===== config.mk =====
export PLATFORM = sky130hd
export DESIGN_NAME = regfile_read_arbiter_flat
export DESIGN_NICKNAME = d
export VERILOG_FILES = /design/src/rtl/regfile_read_arbiter_if.sv /design/src/rtl/regfile_read_arbiter.sv /design/src/flat_wrapper.sv
export SDC_FILE = /design/constraint.sdc
export NUM_CORES = 1
export LEC_CHECK = 0
export BUFFER_PORTS_ARGS = -buffer_cell sky130_fd_sc_hd__buf_4
export CORE_MARGIN = 2
export CORE_UTILIZATION = 44
export DETAILED_ROUTE_END_ITERATION = 10
export PLACE_DENSITY_LB_ADDON = 0.15
export SLEW_MARGIN = 20
export SYNTH_ARGS = -nofsm -noshare
export SYNTH_HDL_FRONTEND = slang
export SYNTH_SLANG_ARGS = --single-unit

===== constraint.sdc =====
create_clock -name clk_i -period 1.8 [get_ports clk_i]
set_clock_uncertainty 0.15 [all_clocks]
set_input_delay 0.09 -clock clk_i [delete_from_list [all_inputs] [get_ports clk_i]]
set_output_delay 0.09 -clock clk_i [all_outputs]
set_load 0.01 [all_outputs]

===== src/rtl/regfile_read_arbiter_if.sv =====
// Request, response and register-file port signals between the arbiter and its environment.
interface regfile_read_arbiter_if;
    logic        core_req_i;
    logic [2:0]  core_instr_type_i;
    logic [4:0]  core_rs1_i;
    logic [4:0]  core_rs2_i;
    logic        core_gnt_o;
    logic        core_rvalid_o;
    logic [31:0] core_val1_o;
    logic [31:0] core_val2_o;

    logic        dbg_req_i;
    logic [4:0]  dbg_addr_i;
    logic        dbg_gnt_o;
    logic        dbg_rvalid_o;
    logic [31:0] dbg_rdata_o;

    logic [4:0]  rf_rs1_o;
    logic [4:0]  rf_rs2_o;
    logic        rf_valid_src1_o;
    logic        rf_valid_src2_o;
    logic [31:0] rf_val1_i;
    logic [31:0] rf_val2_i;

    logic        busy_o;

    modport slave (
        input  core_req_i, core_instr_type_i, core_rs1_i, core_rs2_i,
        output core_gnt_o, core_rvalid_o, core_val1_o, core_val2_o,
        input  dbg_req_i, dbg_addr_i,
        output dbg_gnt_o, dbg_rvalid_o, dbg_rdata_o,
        output rf_rs1_o, rf_rs2_o, rf_valid_src1_o, rf_valid_src2_o,
        input  rf_val1_i, rf_val2_i,
        output busy_o
    );

    modport master (
        output core_req_i, core_instr_type_i, core_rs1_i, core_rs2_i,
        input  core_gnt_o, core_rvalid_o, core_val1_o, core_val2_o,
        output dbg_req_i, dbg_addr_i,
        input  dbg_gnt_o, dbg_rvalid_o, dbg_rdata_o,
        input  rf_rs1_o, rf_rs2_o, rf_valid_src1_o, rf_valid_src2_o,
        output rf_val1_i, rf_val2_i,
        input  busy_o
    );
endinterface


===== src/rtl/regfile_read_arbiter.sv =====
// Core/debug arbiter for the shared register-file read ports: grant -> read -> respond, 2-cycle latency.
// No backpressure, one grant per cycle; REGARB_STARVE_GUARD_EN adds a debug starvation guard.
module regfile_read_arbiter #(
    parameter int unsigned STARVE_LIMIT = 4
) (
    input  logic                   clk_i,
    input  logic                   rst_i,
    regfile_read_arbiter_if.slave  bus
);
    localparam logic [2:0] TYPER = 3'd0;
    localparam logic [2:0] TYPEI = 3'd1;
    localparam logic [2:0] TYPES = 3'd2;
    localparam logic [2:0] TYPEB = 3'd3;

    if (STARVE_LIMIT < 1 || STARVE_LIMIT > 15) begin : g_bad_limit
        $error("STARVE_LIMIT must be in 1..15");
    end

    logic        starve_fire;
    logic        core_gnt;
    logic        dbg_gnt;
    logic        core_en1;
    logic        core_en2;

    logic        b_vld;
    logic        b_dbg;
    logic [4:0]  b_rs1;
    logic [4:0]  b_rs2;
    logic        b_en1;
    logic        b_en2;

    logic        core_rvalid;
    logic        dbg_rvalid;
    logic [31:0] core_val1;
    logic [31:0] core_val2;
    logic [31:0] dbg_rdata;
    logic [31:0] rd1;
    logic [31:0] rd2;

`ifdef REGARB_STARVE_GUARD_EN
    logic [3:0] starve_cnt;

    assign starve_fire = (starve_cnt == 4'(STARVE_LIMIT));

    always_ff @(posedge clk_i) begin
        if (rst_i) begin
            starve_cnt <= 4'd0;
        end else if (!bus.dbg_req_i || dbg_gnt) begin
            starve_cnt <= 4'd0;
        end else if (core_gnt) begin
            starve_cnt <= starve_cnt + 4'd1;
        end
    end
`else
    assign starve_fire = 1'b0;
`endif

    // Grants are combinational but held low while reset is asserted.
    always_comb begin
        core_gnt = !rst_i && bus.core_req_i && !(bus.dbg_req_i && starve_fire);
        dbg_gnt  = !rst_i && bus.dbg_req_i && (!bus.core_req_i || starve_fire);
    end

    always_comb begin
        core_en1 = 1'b0;
        core_en2 = 1'b0;
        case (bus.core_instr_type_i)
            TYPER, TYPES, TYPEB: begin
                core_en1 = 1'b1;
                core_en2 = 1'b1;
            end
            TYPEI: core_en1 = 1'b1;
            default: ;
        endcase
    end

    // x0 and disabled operands read as zero regardless of what the file returns.
    assign rd1 = (b_en1 && (b_rs1 != 5'd0)) ? bus.rf_val1_i : 32'h0;
    assign rd2 = (b_en2 && (b_rs2 != 5'd0)) ? bus.rf_val2_i : 32'h0;

    always_ff @(posedge clk_i) begin
        if (rst_i) begin
            b_vld       <= 1'b0;
            b_dbg       <= 1'b0;
            b_rs1       <= 5'd0;
            b_rs2       <= 5'd0;
            b_en1       <= 1'b0;
            b_en2       <= 1'b0;
            core_rvalid <= 1'b0;
            dbg_rvalid  <= 1'b0;
            core_val1   <= 32'h0;
            core_val2   <= 32'h0;
            dbg_rdata   <= 32'h0;
        end else begin
            b_vld <= core_gnt || dbg_gnt;
            b_dbg <= dbg_gnt;
            if (dbg_gnt) begin
                b_rs1 <= bus.dbg_addr_i;
                b_rs2 <= 5'd0;
                b_en1 <= 1'b1;
                b_en2 <= 1'b0;
            end else if (core_gnt) begin
                b_rs1 <= bus.core_rs1_i;
                b_rs2 <= bus.core_rs2_i;
                b_en1 <= core_en1;
                b_en2 <= core_en2;
            end else begin
                b_rs1 <= 5'd0;
                b_rs2 <= 5'd0;
                b_en1 <= 1'b0;
                b_en2 <= 1'b0;
            end

            core_rvalid <= b_vld && !b_dbg;
            dbg_rvalid  <= b_vld && b_dbg;
            if (b_vld && !b_dbg) begin
                core_val1 <= rd1;
                core_val2 <= rd2;
            end
            if (b_vld && b_dbg) begin
                dbg_rdata <= rd1;
            end
        end
    end

    // Stage-B registers are zeroed when empty, so they drive the file ports directly.
    assign bus.core_gnt_o      = core_gnt;
    assign bus.dbg_gnt_o       = dbg_gnt;
    assign bus.rf_rs1_o        = b_rs1;
    assign bus.rf_rs2_o        = b_rs2;
    assign bus.rf_valid_src1_o = b_en1;
    assign bus.rf_valid_src2_o = b_en2;
    assign bus.core_rvalid_o   = core_rvalid;
    assign bus.core_val1_o     = core_val1;
    assign bus.core_val2_o     = core_val2;
    assign bus.dbg_rvalid_o    = dbg_rvalid;
    assign bus.dbg_rdata_o     = dbg_rdata;
    assign bus.busy_o          = b_vld || core_rvalid || dbg_rvalid;
endmodule


===== src/flat_wrapper.sv =====
// flat-port wrapper written by rule: the top's interface ports become plain ports
module regfile_read_arbiter_flat 
#(
    parameter int unsigned STARVE_LIMIT = 4
)
  (clk_i, rst_i, bus_core_req_i, bus_core_instr_type_i, bus_core_rs1_i, bus_core_rs2_i, bus_core_gnt_o, bus_core_rvalid_o, bus_core_val1_o, bus_core_val2_o, bus_dbg_req_i, bus_dbg_addr_i, bus_dbg_gnt_o, bus_dbg_rvalid_o, bus_dbg_rdata_o, bus_rf_rs1_o, bus_rf_rs2_o, bus_rf_valid_src1_o, bus_rf_valid_src2_o, bus_rf_val1_i, bus_rf_val2_i, bus_busy_o);
  regfile_read_arbiter_if bus_i ();
  input  logic clk_i;
  input  logic rst_i;
  input wire logic [$bits(bus_i.core_req_i)-1:0] bus_core_req_i;
  input wire logic [$bits(bus_i.core_instr_type_i)-1:0] bus_core_instr_type_i;
  input wire logic [$bits(bus_i.core_rs1_i)-1:0] bus_core_rs1_i;
  input wire logic [$bits(bus_i.core_rs2_i)-1:0] bus_core_rs2_i;
  output wire logic [$bits(bus_i.core_gnt_o)-1:0] bus_core_gnt_o;
  output wire logic [$bits(bus_i.core_rvalid_o)-1:0] bus_core_rvalid_o;
  output wire logic [$bits(bus_i.core_val1_o)-1:0] bus_core_val1_o;
  output wire logic [$bits(bus_i.core_val2_o)-1:0] bus_core_val2_o;
  input wire logic [$bits(bus_i.dbg_req_i)-1:0] bus_dbg_req_i;
  input wire logic [$bits(bus_i.dbg_addr_i)-1:0] bus_dbg_addr_i;
  output wire logic [$bits(bus_i.dbg_gnt_o)-1:0] bus_dbg_gnt_o;
  output wire logic [$bits(bus_i.dbg_rvalid_o)-1:0] bus_dbg_rvalid_o;
  output wire logic [$bits(bus_i.dbg_rdata_o)-1:0] bus_dbg_rdata_o;
  output wire logic [$bits(bus_i.rf_rs1_o)-1:0] bus_rf_rs1_o;
  output wire logic [$bits(bus_i.rf_rs2_o)-1:0] bus_rf_rs2_o;
  output wire logic [$bits(bus_i.rf_valid_src1_o)-1:0] bus_rf_valid_src1_o;
  output wire logic [$bits(bus_i.rf_valid_src2_o)-1:0] bus_rf_valid_src2_o;
  input wire logic [$bits(bus_i.rf_val1_i)-1:0] bus_rf_val1_i;
  input wire logic [$bits(bus_i.rf_val2_i)-1:0] bus_rf_val2_i;
  output wire logic [$bits(bus_i.busy_o)-1:0] bus_busy_o;
  assign bus_i.core_req_i = bus_core_req_i;
  assign bus_i.core_instr_type_i = bus_core_instr_type_i;
  assign bus_i.core_rs1_i = bus_core_rs1_i;
  assign bus_i.core_rs2_i = bus_core_rs2_i;
  assign bus_core_gnt_o = bus_i.core_gnt_o;
  assign bus_core_rvalid_o = bus_i.core_rvalid_o;
  assign bus_core_val1_o = bus_i.core_val1_o;
  assign bus_core_val2_o = bus_i.core_val2_o;
  assign bus_i.dbg_req_i = bus_dbg_req_i;
  assign bus_i.dbg_addr_i = bus_dbg_addr_i;
  assign bus_dbg_gnt_o = bus_i.dbg_gnt_o;
  assign bus_dbg_rvalid_o = bus_i.dbg_rvalid_o;
  assign bus_dbg_rdata_o = bus_i.dbg_rdata_o;
  assign bus_rf_rs1_o = bus_i.rf_rs1_o;
  assign bus_rf_rs2_o = bus_i.rf_rs2_o;
  assign bus_rf_valid_src1_o = bus_i.rf_valid_src1_o;
  assign bus_rf_valid_src2_o = bus_i.rf_valid_src2_o;
  assign bus_i.rf_val1_i = bus_rf_val1_i;
  assign bus_i.rf_val2_i = bus_rf_val2_i;
  assign bus_busy_o = bus_i.busy_o;
  regfile_read_arbiter #(.STARVE_LIMIT(STARVE_LIMIT)) u_core (.clk_i(clk_i), .rst_i(rst_i), .bus(bus_i));
endmodule

; After elaboration in Yosys (flattened, before gate mapping)
; Index checks and enable logic that the tools add are counted.
[totals]
reg_bits = 112
latchBits = 0
ram_bits = 0
romBits = 0
mem_count = 0
[op_classes]
addsub = 0
multipliers = 0
div = 0
magnitude_cmp = 0
eq_ne = 3
n_shift = 0
muxes = 8
n_bitwise = 1
n_reduce_logical = 19
[ops]
columns = operator, n
row1 = two-way mux 32 bit, 2
row2 = two-way mux 5 bit, 2
row3 = nonzero test 5 bit, 2
row4 = logical AND 1 bit, 7
row5 = "== test 3 x 2 -> 1 bit, second input constant", 2
row6 = OR reduction 3 bit, 2
row7 = two-way mux 1 bit, 4
row8 = OR reduction 4 bit, 1
row9 = "== test 3 x 1 -> 1 bit, second input constant", 1
row10 = logical NOT 1 bit, 3
row11 = logical NOT 3 bit, 1
row12 = logical OR 1 bit, 3
row13 = NOT 1 bit, 1

; Logic depth before layout (Yosys ltp)
[logic_depth]
depth_word = 5
ltp_mapped = 5

; Least setup slack after synthesis
; Ideal clock, no wire load.
[synth_timing]
kind = register to register
startpoint = register u_core.b_rs2[1], in the netlist u_core.bus.rf_rs2_o[1]
endpoint = register u_core.core_val2[10], in the netlist u_core.bus.core_val2_o[10]
setup_time_ns = 0.117
t_arrival_ns = 1.335
required_ns = 1.533
setup_slack_ns = 0.198
stages_incl_launch_ff = 5
path_buffers = 1
synth_period_minus_slack_ns = 1.602
path_cell_list = dfxtp_1 -> or3_1 -> o311a_4 -> buf_6 -> a22o_1
[synth_between]
elab_chain_len = 3
[synth_rtl]
columns = element, line_no
row1 = start: declaration, regfile_read_arbiter.sv:28  ; logic [4:0] b_rs2;
row2 = start signal: assignment, regfile_read_arbiter.sv:104  ; b_rs2 <= bus.core_rs2_i;
row3 = nonzero test 5 bit, regfile_read_arbiter.sv:79  ; assign rd2 = (b_en2 && (b_rs2 != 5'd0)) ? bus.rf_val2_i : 32'h0;
row4 = logical AND 1 bit, regfile_read_arbiter.sv:79
row5 = two-way mux 32 bit, regfile_read_arbiter.sv:79
row6 = end signal: assignment, regfile_read_arbiter.sv:118  ; core_val2 <= rd2;
row7 = end: declaration, regfile_read_arbiter.sv:35  ; logic [31:0] core_val2;
; Every way passes these cells.
; A chain may end at the register's enable or synchronous reset.

; Worst setup path after layout
[layout_timing]
startpoint = input port rst_i
endpoint = output port bus_dbg_gnt_o
[layout_between]
elab_chain_len = 3
[layout_rtl]
columns = element, line_no
row1 = start: declaration, flat_wrapper.sv:9  ; input logic rst_i;
row2 = logical NOT 1 bit, regfile_read_arbiter.sv:61  ; dbg_gnt = !rst_i && bus.dbg_req_i && (!bus.core_req_i || starve_fire);
row3 = logical AND 1 bit (2 in a row), regfile_read_arbiter.sv:61
row4 = end: declaration, flat_wrapper.sv:20  ; output wire logic [$bits(bus_i.dbg_gnt_o)-1:0] bus_dbg_gnt_o;
; Every way passes these cells.

==> flow_metrics.tcl <==
set metrics [dict create \
    cts_root_buf "clkbuf_8" \
    worst_slew_pin_slew_ps 504 \
    hold_violations 0 \
    yosysUniqueCellTypes 27 \
    hold_end "u_core.bus.dbg_rdata_o[0]$_SDFFE_PP0P_" \
    synth.avg_cell_area_um2 11.1 \
    swShare 0.218 \
    fill_cells 507 \
    worstSkewPairLatency_ps 350 \
    rsz0062_at_grt "false" \
    syn_nets 411 \
    coreArea_mm2 0.00809 \
    gr-total-overflow 0 \
    fmax_mhz 586 \
    grt_pass1_wl_um 17200 \
    regToRegStartpoint "u_core.bus.rf_rs2_o[1]$_SDFF_PP0_" \
    start_util 0.447 \
    finalCriticalPeriod_ps 1710 \
    ys_warn_count 0 \
    antenna_left 0 \
    yosysTopAreaCell "dfxtp_1" \
    row_count 33 \
    wl_per_cell_um 15.6 \
    netlist_instances 325 \
    dp_hpwl_um 6830 \
    crit_required_ps 1560 \
    end_kind "primary output" \
    hold_slack_ps 305 \
    vias_per_cell 4.89 \
    finalCritPeriodShare 0.947 \
    ys_seq_area_frac 0.619 \
    grt_pass1_vias 3592 \
    r2r_slack_ps 100 \
    max-vdd-ir-drop_uv 490 \
    routed_wl_um 11100 \
    p_int_mw 3.66 \
    report.final.slew_viol_count 0 \
    numCtsBuffers 9 \
    synthTopCellsByArea "dfxtp_1, a22o_1, o2bb2ai_1" \
    gp_congestion 0.711 \
    antenna_found_initial 0 \
    clockBufferDepth 2 \
    layout.nets 689 \
    cts_sinks 112 \
    timing.rr.end "u_core.bus.core_val2_o[0]$_SDFFE_PP0P_" \
    p_per_area_mw_per_mm2 751 \
    numPortBuffers 198 \
    cts_tree "yes" \
    cp-start-kind "input pin" \
    boundaryPins 199 \
    drc 0 \
    fp.dieArea_mm2 0.00897 \
    path_max_fanout 8 \
    cts-htree-levels 3 \
    min_path_type "register to register" \
    ys_seq_elements 112 \
    drt_iter0_markers 88 \
    num_vias 3479 \
    area_growth_pct 72.3 \
    synth_top_area_share 0.619 \
    p_leak_nw 2.77 \
    firstDrtPassIters 4 \
    critPathKind "input pin to primary output" \
    status "finished, final reports clean" \
    fp.dieH_um 94.7 \
    ctsResizeCount 0 \
    finalSetupTns_ps 0 \
    slew_headroom 0.662 \
    diodes 0 \
    track_usage 0.246 \
    hold_path_depth 2 \
    max_cap_violations 0 \
    dieWidth_um 94.7 \
    hold_start "u_core.bus.dbg_rdata_o[0]$_SDFFE_PP0P_" \
    cts_setup_buffers 0 \
    clk_pin_slew_ps 90 \
    comb_power_share 0.122 \
    p_seq_frac 0.543 \
    syn_area_mm2 0.00362 \
    finalSetupViolCount 0 \
    layout.cells.non_filler 711 \
    rr_worst_depth 3 \
    grt_max_degree 37 \
    p_sw_mw 1.02 \
    arrival_ps 1470 \
    clkPwrFrac 0.335 \
    final_layout_size_suffix_gt1_frac 0.378 \
    place_inst 612 \
]
==> power by group through the flow <==
stage	Combinational, mW	Clock, mW	Sequential, mW
4_1_cts	0.563	1.59	2.54
3_5_place_dp	0.415	0	2.60
3_3_place_gp	0.408	0	2.60
2_1_floorplan	0.143	0	2.61
6_report	0.573	1.57	2.54
5_1_grt	0.614	1.69	2.55
==> logic make-up after synthesis <==
logic type / share of synthesized area
DFF: 0.619
AOI/OAI and AO/OA: 0.233
buffers and inverters: 0.0463
and+or+nand+nor: 0.102
==> final cells by class <==
type,count,area (um2),share of cell area
multi-input combinational,188,1220,0.196
tap,105,131,0.0211
clock inverter,4,70.1,0.0112
sequential,112,2240,0.359
inverter,2,7.51,0.00120
clock buffer,10,138,0.0221
timing repair buffer,290,2430,0.389
==> per-stage QoR <==
stage / instance area [um2] / utilization / setup WS [ps] / power [mW]
floorplan: 3620 / - / 198 / 2.76
global placement: 5180 / 0.640 / 159 / 3.01
detailed placement: 5180 / 0.640 / 114 / 3.01
CTS: 6240 / 0.771 / 104 / 4.70
global route: 6240 / 0.771 / 46.2 / 4.86
finish: 6240 / 0.771 / 94.8 / 4.68
==> Yosys cell counts <==
| cell | number |
|---|---|
| a22o_2 | 2 |
| a21oi_2 | 1 |
| nand2b_1 | 1 |
| buf_2 | 5 |
| nor3b_2 | 1 |
| nor2b_1 | 1 |
| buf_6 | 9 |
| o21ai_0 | 28 |
| and3b_1 | 1 |
| o21ai_4 | 2 |
| o21ai_1 | 4 |
| nor3b_1 | 1 |
| a21oi_1 | 1 |
| and2_1 | 5 |
| or4_4 | 1 |
| nor3b_4 | 1 |
| clkbuf_1 | 9 |
| o2bb2ai_1 | 32 |
| o21bai_1 | 1 |
| dfxtp_1 | 112 |
| nor3_1 | 1 |
| or3_1 | 2 |
| nor2_1 | 2 |
| o311a_4 | 1 |
| a22o_1 | 35 |
| nand2_1 | 64 |
| inv_1 | 2 |
==> flip-flops by register name, summed over array words and instances, names as in the netlist, 5 cells and up <==
signal and cells:
u_core.bus.core_val2_o 32, u_core.bus.rf_rs1_o 5, u_core.bus.rf_rs2_o 5, u_core.bus.core_val1_o 32
u_core.bus.dbg_rdata_o 32
==> layout by cell type, fill, tap and decap left out <==
cell type,synthesis,final
and2_1,5,5
clkinv_2,0,2
nor3b_1,1,1
nand2_1,64,64
nor3b_2,1,1
a22o_2,2,2
nor3_1,1,1
a21oi_2,1,1
o21ai_4,2,2
o2bb2ai_1,32,32
nor3b_4,1,1
or3_1,2,2
or4_4,1,1
and3b_1,1,1
buf_4,0,202
a21oi_4,0,1
nor2_1,2,2
o311a_4,1,1
nand2b_1,1,1
bufinv_16,0,2
nor2b_1,1,1
o21ai_1,4,4
a22o_1,35,35
clkbuf_8,0,10
inv_1,2,2
o21ai_0,28,28
dlygate4sd3_1,0,85
o21bai_1,1,1
dfxtp_1,112,112
buf_12,0,3
==> routing by layer <==
| layer | part of all wire | track usage | vias up |
|---|---|---|---|
| li1 | - | - | 1708 |
| met1 | 0.40 | 0.280 | 1622 |
| met2 | 0.51 | 0.438 | 132 |
| met3 | 0.069 | 0.0630 | 17 |
| met4 | 0.019 | 0.0990 | 0 |
| met5 | 0 | 0 | - |
==> critical path: stages <==
cell and delay [ps]:
dlygate4sd3_1 530, buf_4 180, nor3b_2 440, buf_4 220
==> timing repair <==
| action | 4_1_cts | 5_1_grt |
|---|---|---|
| hold endpoints to repair | 111 | 0 |
| endpoints found under the setup margin | 0 | 0 |
| hold buffers | 85 | 0 |
==> how the worst max path moves through the flow <==
stage	from	to	depth (start not counted)
final	rst_i	bus_dbg_gnt_o	4
after global routing	u_core.bus.rf_rs2_o[1]$_SDFF_PP0_	u_core.bus.core_val2_o[31]$_SDFFE_PP0P_	3
after global placement	u_core.bus.rf_rs2_o[1]$_SDFF_PP0_	u_core.bus.core_val2_o[31]$_SDFFE_PP0P_	3
after detailed placement	u_core.bus.rf_rs2_o[1]$_SDFF_PP0_	u_core.bus.core_val2_o[0]$_SDFFE_PP0P_	3
after CTS	u_core.bus.rf_rs2_o[1]$_SDFF_PP0_	u_core.bus.core_val2_o[0]$_SDFFE_PP0P_	3
after floorplan	u_core.bus.rf_rs2_o[1]$_SDFF_PP0_	u_core.bus.core_val2_o[10]$_SDFFE_PP0P_	4
Note: power is estimated with default switching activity, not from simulation.
